===== src/rtl/aes_gcm_pkg.sv =====
// Shared types and constants for the GCM tag verification datapath.
// Bit 0 of every block/length field is the GCM most-significant bit.
package aes_gcm_pkg;

  typedef logic [0:127] block_t;
  typedef logic [0:63]  len_t;

  localparam block_t GCM_R = {8'he1, 120'd0};

  localparam logic [2:0] ST_IDLE  = 3'd0;
  localparam logic [2:0] ST_LOAD  = 3'd1;
  localparam logic [2:0] ST_MULT  = 3'd2;
  localparam logic [2:0] ST_LEN   = 3'd3;
  localparam logic [2:0] ST_FINAL = 3'd4;
  localparam logic [2:0] ST_DONE  = 3'd5;

  typedef enum logic [2:0] {
    S_IDLE  = ST_IDLE,
    S_LOAD  = ST_LOAD,
    S_MULT  = ST_MULT,
    S_LEN   = ST_LEN,
    S_FINAL = ST_FINAL,
    S_DONE  = ST_DONE
  } state_e;

  // One GCM "V" step: right shift by index with conditional reduction.
  function automatic block_t gf_shift_v(block_t v);
    return v[127] ? ((v >> 1) ^ GCM_R) : (v >> 1);
  endfunction

  function automatic logic len_misaligned(len_t l);
    return |l[57:63];
  endfunction

endpackage


===== src/rtl/gf128_mul_iter.sv =====
// Iterative GF(2^128) multiplier in GCM bit order; consumes
// MUL_BITS_PER_CYCLE bits of Y per clock, o_done/o_z valid on the last one.
module gf128_mul_iter
  import aes_gcm_pkg::*;
#(
  parameter int unsigned MUL_BITS_PER_CYCLE = 8
) (
  input  logic         clk,
  input  logic         i_rst_n,
  input  logic         i_start,
  input  logic [0:127] i_x,
  input  logic [0:127] i_y,
  output logic         o_done,
  output logic [0:127] o_z
);

  localparam int unsigned N  = 128 / MUL_BITS_PER_CYCLE;
  localparam int unsigned CW = (N > 1) ? $clog2(N) : 1;

  block_t          z_q, v_q, y_q;
  block_t          z_n, v_n;
  logic [CW-1:0]   cnt_q;
  logic            busy_q;
  logic            last;

  // Next Y bits always sit at the low indices because y_q shifts toward bit 0.
  always_comb begin
    z_n = z_q;
    v_n = v_q;
    for (int unsigned i = 0; i < MUL_BITS_PER_CYCLE; i++) begin
      if (y_q[i]) z_n = z_n ^ v_n;
      v_n = gf_shift_v(v_n);
    end
  end

  assign last   = busy_q && (cnt_q == CW'(N - 1));
  assign o_done = last;
  assign o_z    = z_n;

  always_ff @(posedge clk) begin
    if (!i_rst_n) begin
      z_q    <= '0;
      v_q    <= '0;
      y_q    <= '0;
      cnt_q  <= '0;
      busy_q <= 1'b0;
    end else if (i_start) begin
      z_q    <= '0;
      v_q    <= i_x;
      y_q    <= i_y;
      cnt_q  <= '0;
      busy_q <= 1'b1;
    end else if (busy_q) begin
      z_q   <= z_n;
      v_q   <= v_n;
      y_q   <= y_q << MUL_BITS_PER_CYCLE;
      cnt_q <= cnt_q + 1'b1;
      if (last) busy_q <= 1'b0;
    end
  end

endmodule


===== src/rtl/aes_gcm_tag_verifier.sv =====
// Receive-side GCM tag check: GHASH over AAD+CT blocks and the length block,
// XOR with E(K,J0), compare against the received tag.
module aes_gcm_tag_verifier
  import aes_gcm_pkg::*;
#(
  parameter int unsigned MUL_BITS_PER_CYCLE = 8
) (
  input  logic         clk,
  input  logic         i_rst_n,
  input  logic         i_start,
  input  logic [0:127] i_h,
  input  logic [0:127] i_encrypted_j0,
  input  logic [0:63]  i_aad_len,
  input  logic [0:63]  i_ct_len,
  input  logic [0:127] i_tag,
  input  logic         i_block_valid,
  input  logic [0:127] i_block,
  output logic         o_block_ready,
  output logic         o_busy,
  output logic         o_done,
  output logic         o_auth_ok,
  output logic         o_len_err,
  output logic [0:127] o_computed_tag
);

  state_e      state_q;
  block_t      s_q, h_q, ej0_q, tag_q, tag_out_q;
  len_t        aad_q, ct_q;
  logic [63:0] total_q, blk_cnt_q, total_d;
  logic        len_done_q, auth_ok_q, len_err_q;

  logic        mul_start, mul_done;
  block_t      mul_x, mul_z, len_blk, final_tag;

  assign total_d   = 64'(i_aad_len >> 7) + 64'(i_ct_len >> 7);
  assign len_blk   = {aad_q, ct_q};
  assign final_tag = s_q ^ ej0_q;

  assign mul_start = ((state_q == S_LOAD) && i_block_valid) || (state_q == S_LEN);
  assign mul_x     = (state_q == S_LEN) ? (s_q ^ len_blk) : (s_q ^ i_block);

  gf128_mul_iter #(
    .MUL_BITS_PER_CYCLE(MUL_BITS_PER_CYCLE)
  ) u_mul (
    .clk    (clk),
    .i_rst_n(i_rst_n),
    .i_start(mul_start),
    .i_x    (mul_x),
    .i_y    (h_q),
    .o_done (mul_done),
    .o_z    (mul_z)
  );

  always_ff @(posedge clk) begin
    if (!i_rst_n) begin
      state_q    <= S_IDLE;
      s_q        <= '0;
      h_q        <= '0;
      ej0_q      <= '0;
      tag_q      <= '0;
      aad_q      <= '0;
      ct_q       <= '0;
      total_q    <= '0;
      blk_cnt_q  <= '0;
      len_done_q <= 1'b0;
      auth_ok_q  <= 1'b0;
      len_err_q  <= 1'b0;
      tag_out_q  <= '0;
    end else begin
      case (state_q)
        S_IDLE: begin
          if (i_start) begin
            h_q        <= i_h;
            ej0_q      <= i_encrypted_j0;
            tag_q      <= i_tag;
            aad_q      <= i_aad_len;
            ct_q       <= i_ct_len;
            total_q    <= total_d;
            s_q        <= '0;
            blk_cnt_q  <= '0;
            len_done_q <= 1'b0;
            auth_ok_q  <= 1'b0;
            len_err_q  <= 1'b0;
            tag_out_q  <= '0;
            // Length errors pass through FINAL (result suppressed) so the
            // done pulse lands two cycles after start.
            if (len_misaligned(i_aad_len) || len_misaligned(i_ct_len)) begin
              len_err_q <= 1'b1;
              state_q   <= S_FINAL;
            end else if (total_d != 64'd0) begin
              state_q <= S_LOAD;
            end else begin
              state_q <= S_LEN;
            end
          end
        end
        S_LOAD: begin
          if (i_block_valid) begin
            s_q       <= s_q ^ i_block;
            blk_cnt_q <= blk_cnt_q + 64'd1;
            state_q   <= S_MULT;
          end
        end
        S_MULT: begin
          if (mul_done) begin
            s_q <= mul_z;
            if (len_done_q)                state_q <= S_FINAL;
            else if (blk_cnt_q < total_q)  state_q <= S_LOAD;
            else                           state_q <= S_LEN;
          end
        end
        S_LEN: begin
          s_q        <= s_q ^ len_blk;
          len_done_q <= 1'b1;
          state_q    <= S_MULT;
        end
        S_FINAL: begin
          if (!len_err_q) begin
            tag_out_q <= final_tag;
            auth_ok_q <= (final_tag == tag_q);
          end
          state_q <= S_DONE;
        end
        S_DONE: begin
          state_q <= S_IDLE;
        end
        default: begin
          state_q <= S_IDLE;
        end
      endcase
    end
  end

  assign o_block_ready  = (state_q == S_LOAD);
  assign o_busy         = (state_q != S_IDLE);
  assign o_done         = (state_q == S_DONE);
  assign o_auth_ok      = auth_ok_q;
  assign o_len_err      = len_err_q;
  assign o_computed_tag = tag_out_q;

endmodule

===== config.mk =====
export PLATFORM = sky130hd
export DESIGN_NAME = aes_gcm_tag_verifier
export DESIGN_NICKNAME = d
export VERILOG_FILES = /design/src/rtl/aes_gcm_pkg.sv /design/src/rtl/gf128_mul_iter.sv /design/src/rtl/aes_gcm_tag_verifier.sv
export SDC_FILE = /design/constraint.sdc
export NUM_CORES = 2
export LEC_CHECK = 0
export CORE_AREA = 4 4 371 373
export CTS_BUF_LIST = sky130_fd_sc_hd__clkbuf_2 sky130_fd_sc_hd__clkbuf_4 sky130_fd_sc_hd__clkbuf_8
export DETAILED_ROUTE_END_ITERATION = 10
export DIE_AREA = 0 0 375 377
export GPL_ROUTABILITY_DRIVEN = 0
export PLACE_DENSITY = 0.8
export SYNTH_ARGS = -nofsm -noshare
export SYNTH_HDL_FRONTEND = slang
export SYNTH_SLANG_ARGS = --single-unit

===== constraint.sdc =====
create_clock -name clk -period 3.3 [get_ports clk]
set_input_delay 0.66 -clock clk [delete_from_list [all_inputs] [get_ports clk]]
set_output_delay 0.66 -clock clk [all_outputs]
set_load 0.05 [all_outputs]

==> metrics list <==
- The smallest clock period supported by the final layout is computed as 3.50 ns.
- Critical path buffers and inverters: 1
- Number of synthesis warnings: 0
- Via count of the routed design: slightly above 70,000
- TritonCTS built the clock tree.
* Post-synthesis cell type count: 90
- At the worst endpoint, the required time is between 4 and 5 ns.
- Among all flip-flop cells after synthesis, the most frequent one is sky130_fd_sc_hd__dfxtp_1.
* Total chip power: 45.0 mW
- Result of the run: complete, but fails checks
- Clock network latency to the later pin of the worst-skew pair: about 1.0 ns
- The finished layout holds about 11,000 standard cells, fillers aside.
- Clock-pin slew was measured on the worst setup and hold paths at 0.06 ns.
* Ys async rst share: 0
- Aggregate global-route resource usage: 0.406
* Crit start category: flop
- Of the cells placed in the final design, the portion with a size suffix greater than 1 is 0.111.
* Cell area after technology mapping: a little over 0.07 mm²
- DIE WIDTH: 375 µm
- Among cell families on the critical path, the largest total delay comes from simple AND/OR/NAND/NOR gates.
- In this run the power density over the cells is 500 mW/mm².
* Total of fill cells in the finished design: 10,200
- Of the post-synthesis cell area, the dominant cell type holds 0.356.
- Gr ovfl total: 0
- Root Buffer Master: sky130_fd_sc_hd__clkbuf_8
- For this run, the register share of the synthesized area comes to 0.356.
* Number of failing hold endpoints at the final stage: 0
- Total routed wirelength: between 300,000 and 400,000 µm
- By area the synthesized netlist is led by sky130_fd_sc_hd__dfxtp_1 36%, sky130_fd_sc_hd__xnor2_1 14%, sky130_fd_sc_hd__mux2i_1 8.9%.
- The path class of the tightest hold or removal check is input port to flop.
* Slowest cell delay on critical path: 0.68 ns
* Slowest cell on crit path: sky130_fd_sc_hd__dfxtp_1
- For this run, the top clock speed supported by timing is 286 MHz.
* Failing checks: setup timing
- The max-slew violation total from the final report was 0.
* Final clock period utilization by the worst path: 1.06
* Library cell with the largest summed area after synthesis: sky130_fd_sc_hd__dfxtp_1
- The number of nets in the synthesized netlist is 9,189.
- After detailed routing, the number of remaining DRC violations is 0.
- For this design the top-level I/O count stands at 777.
- H-tree level count: 4
- Across all setup checks in the final design, the least slack found is -0.200 ns.
- Seq cells post-synth: 1,285
- DP Cell Count: 10,900
- Die area: 0.141 mm²
- The number of global-route vias before repair was approximately 67,000.
- Count of input and output buffers: roughly 780
- The area growth from synthesis to layout is 24.5%.
* RSZ-0062 raised after global routing: true
- Number of synthesized flops with an enable pin: 0
- The worst pin sits at a relative slew slack of 0.175.
- The detailed router finished its first iteration with between 10,000 and 15,000 violations.
- Worst path arrival time: 4.41 ns
- Clock Tree Buf Depth: 3
- The count of nets left with antenna violations once routing finished came out at 0.
* CTS sink cnt: 1,285
- Commonest cells after routing, fill and taps aside: 1,274 x sky130_fd_sc_hd__dfxtp_1, 1,214 x sky130_fd_sc_hd__nand2_1, 1,147 x sky130_fd_sc_hd__xnor2_1
* # nets final: about 10,000
* Most common cell after layout, fill and taps aside: sky130_fd_sc_hd__dfxtp_1
- Count of mapped cells out of synthesis: 8,428
- In this run the vertical extent of the chip is 377 µm.
* Top fanout value on the critical path: 4
- Initial core utilization: 0.537
- WL per Instance: roughly 27 µm
* Maximum number of pins on one net before global-route repair: 137
- The first global-routing pass estimated 435,000 µm of wire.
* Crit end category: flop
- The HPWL after detailed placement is around 220,000 µm.
* Worst slew pin tran: 1.23 ns
- The initial antenna violation count was 74.
- First drt pass iteration count: 11
* Cell Rows: 135
- Total negative slack for setup checks: -0.395 ns
- Worst clock skew: 0.124 ns
- Clock tree synthesis inserted a total of 208 buffers.
- Core Footprint: ~0.13 mm²
* Max-capacitance violation count: 0
- The critical path in this run is classified as flop to flop.
- Setup violations remaining at the end of the flow were counted as 4.
- The average instance in the mapped netlist occupies 8.58 µm².
* Largest voltage drop on the vdd net: 0.368 mV
- Cells along the critical path: xor2_2 > xor2_1 > nor4_1 > nand4_1 > or4_1 > nor4_2 > buf_4 > a21oi_1 > nor2_1
- Dividing the detail-routed via count by the number of cells gives around 6.4.
- In this run the static leakage power is 33.2 nW.
[path summary, 6_finish.rpt]
kind | from | end | slack (ns) | cells after the start
worst min-delay path | i_rst_n | state_q[2] | 0.11 | 4
worst max-delay path | s_q[7] | o_auth_ok | -0.20 | 9
worst min register to register | h_q[6] | u_mul.y_q[6] | 0.46 | 2
worst max register to register | s_q[7] | o_auth_ok | -0.20 | 9
[cells in the mapped netlist, types with 6 or more instances]
cell type and instances:
sky130_fd_sc_hd__dfxtp_1 1285, sky130_fd_sc_hd__nand2_1 1220, sky130_fd_sc_hd__xnor2_1 1147, sky130_fd_sc_hd__nor2_1 874, sky130_fd_sc_hd__mux2i_1 641, sky130_fd_sc_hd__a22o_1 510, sky130_fd_sc_hd__clkbuf_1 495, sky130_fd_sc_hd__xor2_1 444
sky130_fd_sc_hd__a211oi_1 266, sky130_fd_sc_hd__a21oi_1 217, sky130_fd_sc_hd__o21ai_0 216, sky130_fd_sc_hd__buf_1 179, sky130_fd_sc_hd__a221oi_1 136, sky130_fd_sc_hd__ha_1 116, sky130_fd_sc_hd__inv_1 98, sky130_fd_sc_hd__a22oi_1 87
sky130_fd_sc_hd__nand4_1 63, sky130_fd_sc_hd__nand3_1 41, sky130_fd_sc_hd__a21o_1 37, sky130_fd_sc_hd__nor4_1 33, sky130_fd_sc_hd__nor3_1 31, sky130_fd_sc_hd__or3_1 26, sky130_fd_sc_hd__o22ai_1 16, sky130_fd_sc_hd__buf_2 15
sky130_fd_sc_hd__and2_1 14, sky130_fd_sc_hd__and3_1 13, sky130_fd_sc_hd__o211ai_1 13, sky130_fd_sc_hd__o21a_1 11, sky130_fd_sc_hd__a31oi_1 10, sky130_fd_sc_hd__nand3b_1 10, sky130_fd_sc_hd__o2111ai_1 9, sky130_fd_sc_hd__nor2b_1 8
sky130_fd_sc_hd__nand2b_1 7, sky130_fd_sc_hd__o21bai_1 7, sky130_fd_sc_hd__or2_2 7, sky130_fd_sc_hd__a211o_1 6, sky130_fd_sc_hd__a311oi_1 6, sky130_fd_sc_hd__o21ai_1 6, sky130_fd_sc_hd__o31ai_1 6, sky130_fd_sc_hd__or4_1 6
[stage by stage]
step / cell area, µm² / setup WS [ns] / util / hold slack (ns)
3_5_place_dp: 84900 / -1.15 / 0.630 / 0.447
4_1_cts: 89700 / -0.0147 / 0.666 / 0.0545
3_3_place_gp: 84900 / -1.16 / 0.630 / 0.440
5_1_grt: 90000 / -0.192 / 0.668 / 0.0997
2_1_floorplan: 72300 / 0.000183 / - / 0.432
6_report: 90000 / -0.200 / 0.669 / 0.105
[area by class of cell]
type	instances	area [µm²]	share of cell area
multi-input combinational	6351	43900	0.488
sequential	1285	25800	0.286
timing repair buffer	1340	12900	0.143
clock buffer	324	4050	0.0450
tap	1781	2230	0.0247
clock inverter	57	712	0.00791
inverter	100	383	0.00425
antenna	59	148	0.00164
[registers in the layout, indices dropped and copies added, names as in the netlist, 58 cells and up]
name	cells
aad_q	64
blk_cnt_q	64
ct_q	64
ej0_q	128
h_q	128
o_computed_tag	128
s_q	128
tag_q	128
total_q	58
u_mul.v_q	128
u_mul.y_q	128
u_mul.z_q	128
[logic make-up (layout without fill, tap and decap cells)]
family | after synthesis | in the layout | share of synthesized area
multiplexers | 642 | 642 | 0.0889
AND/OR/NAND/NOR | 2385 | 2385 | 0.135
other | 0 | 59 | 0
buffers and inverters | 792 | 1821 | 0.0415
adder cells (fa/ha/maj) | 117 | 117 | 0.0203
flip-flops | 1285 | 1285 | 0.356
XOR/XNOR | 1591 | 1591 | 0.193
AO/OA/AOI/OAI | 1616 | 1616 | 0.166
[routing by layer]
metal  vias up  global-route usage  wire length [µm]
met2      5777               0.562            120000
met3      1388               0.185             50700
li1      30700                   -                 -
met4        28               0.290             27200
met5         -              0.0278               376
met1     34100               0.493            106000
[worst register-to-register path, delay by kind of cell (launching register included)]
family          cells  cell delay, ns
simple gates        5            1.74
compound gates      1            0.03
xor+xnor            2            0.79
flops               1            0.68
buf+inv             1            0.19
[where the power goes]
group / internal, mW / total (mW) / switching (mW)
combinational: 4.31 / 10.6 / 6.31
clock: 8.58 / 15.7 / 7.16
sequential: 16.7 / 18.6 / 1.92
[what timing repair did]
item	in CTS	in global routing
hold buffers	0	0
endpoints found under the setup margin	3	11
setup buffers	0	4
cloned	0	0
pin swaps	0	17
gates resized for setup	6	46
No activity file was read; power rests on OpenSTA's default activity.
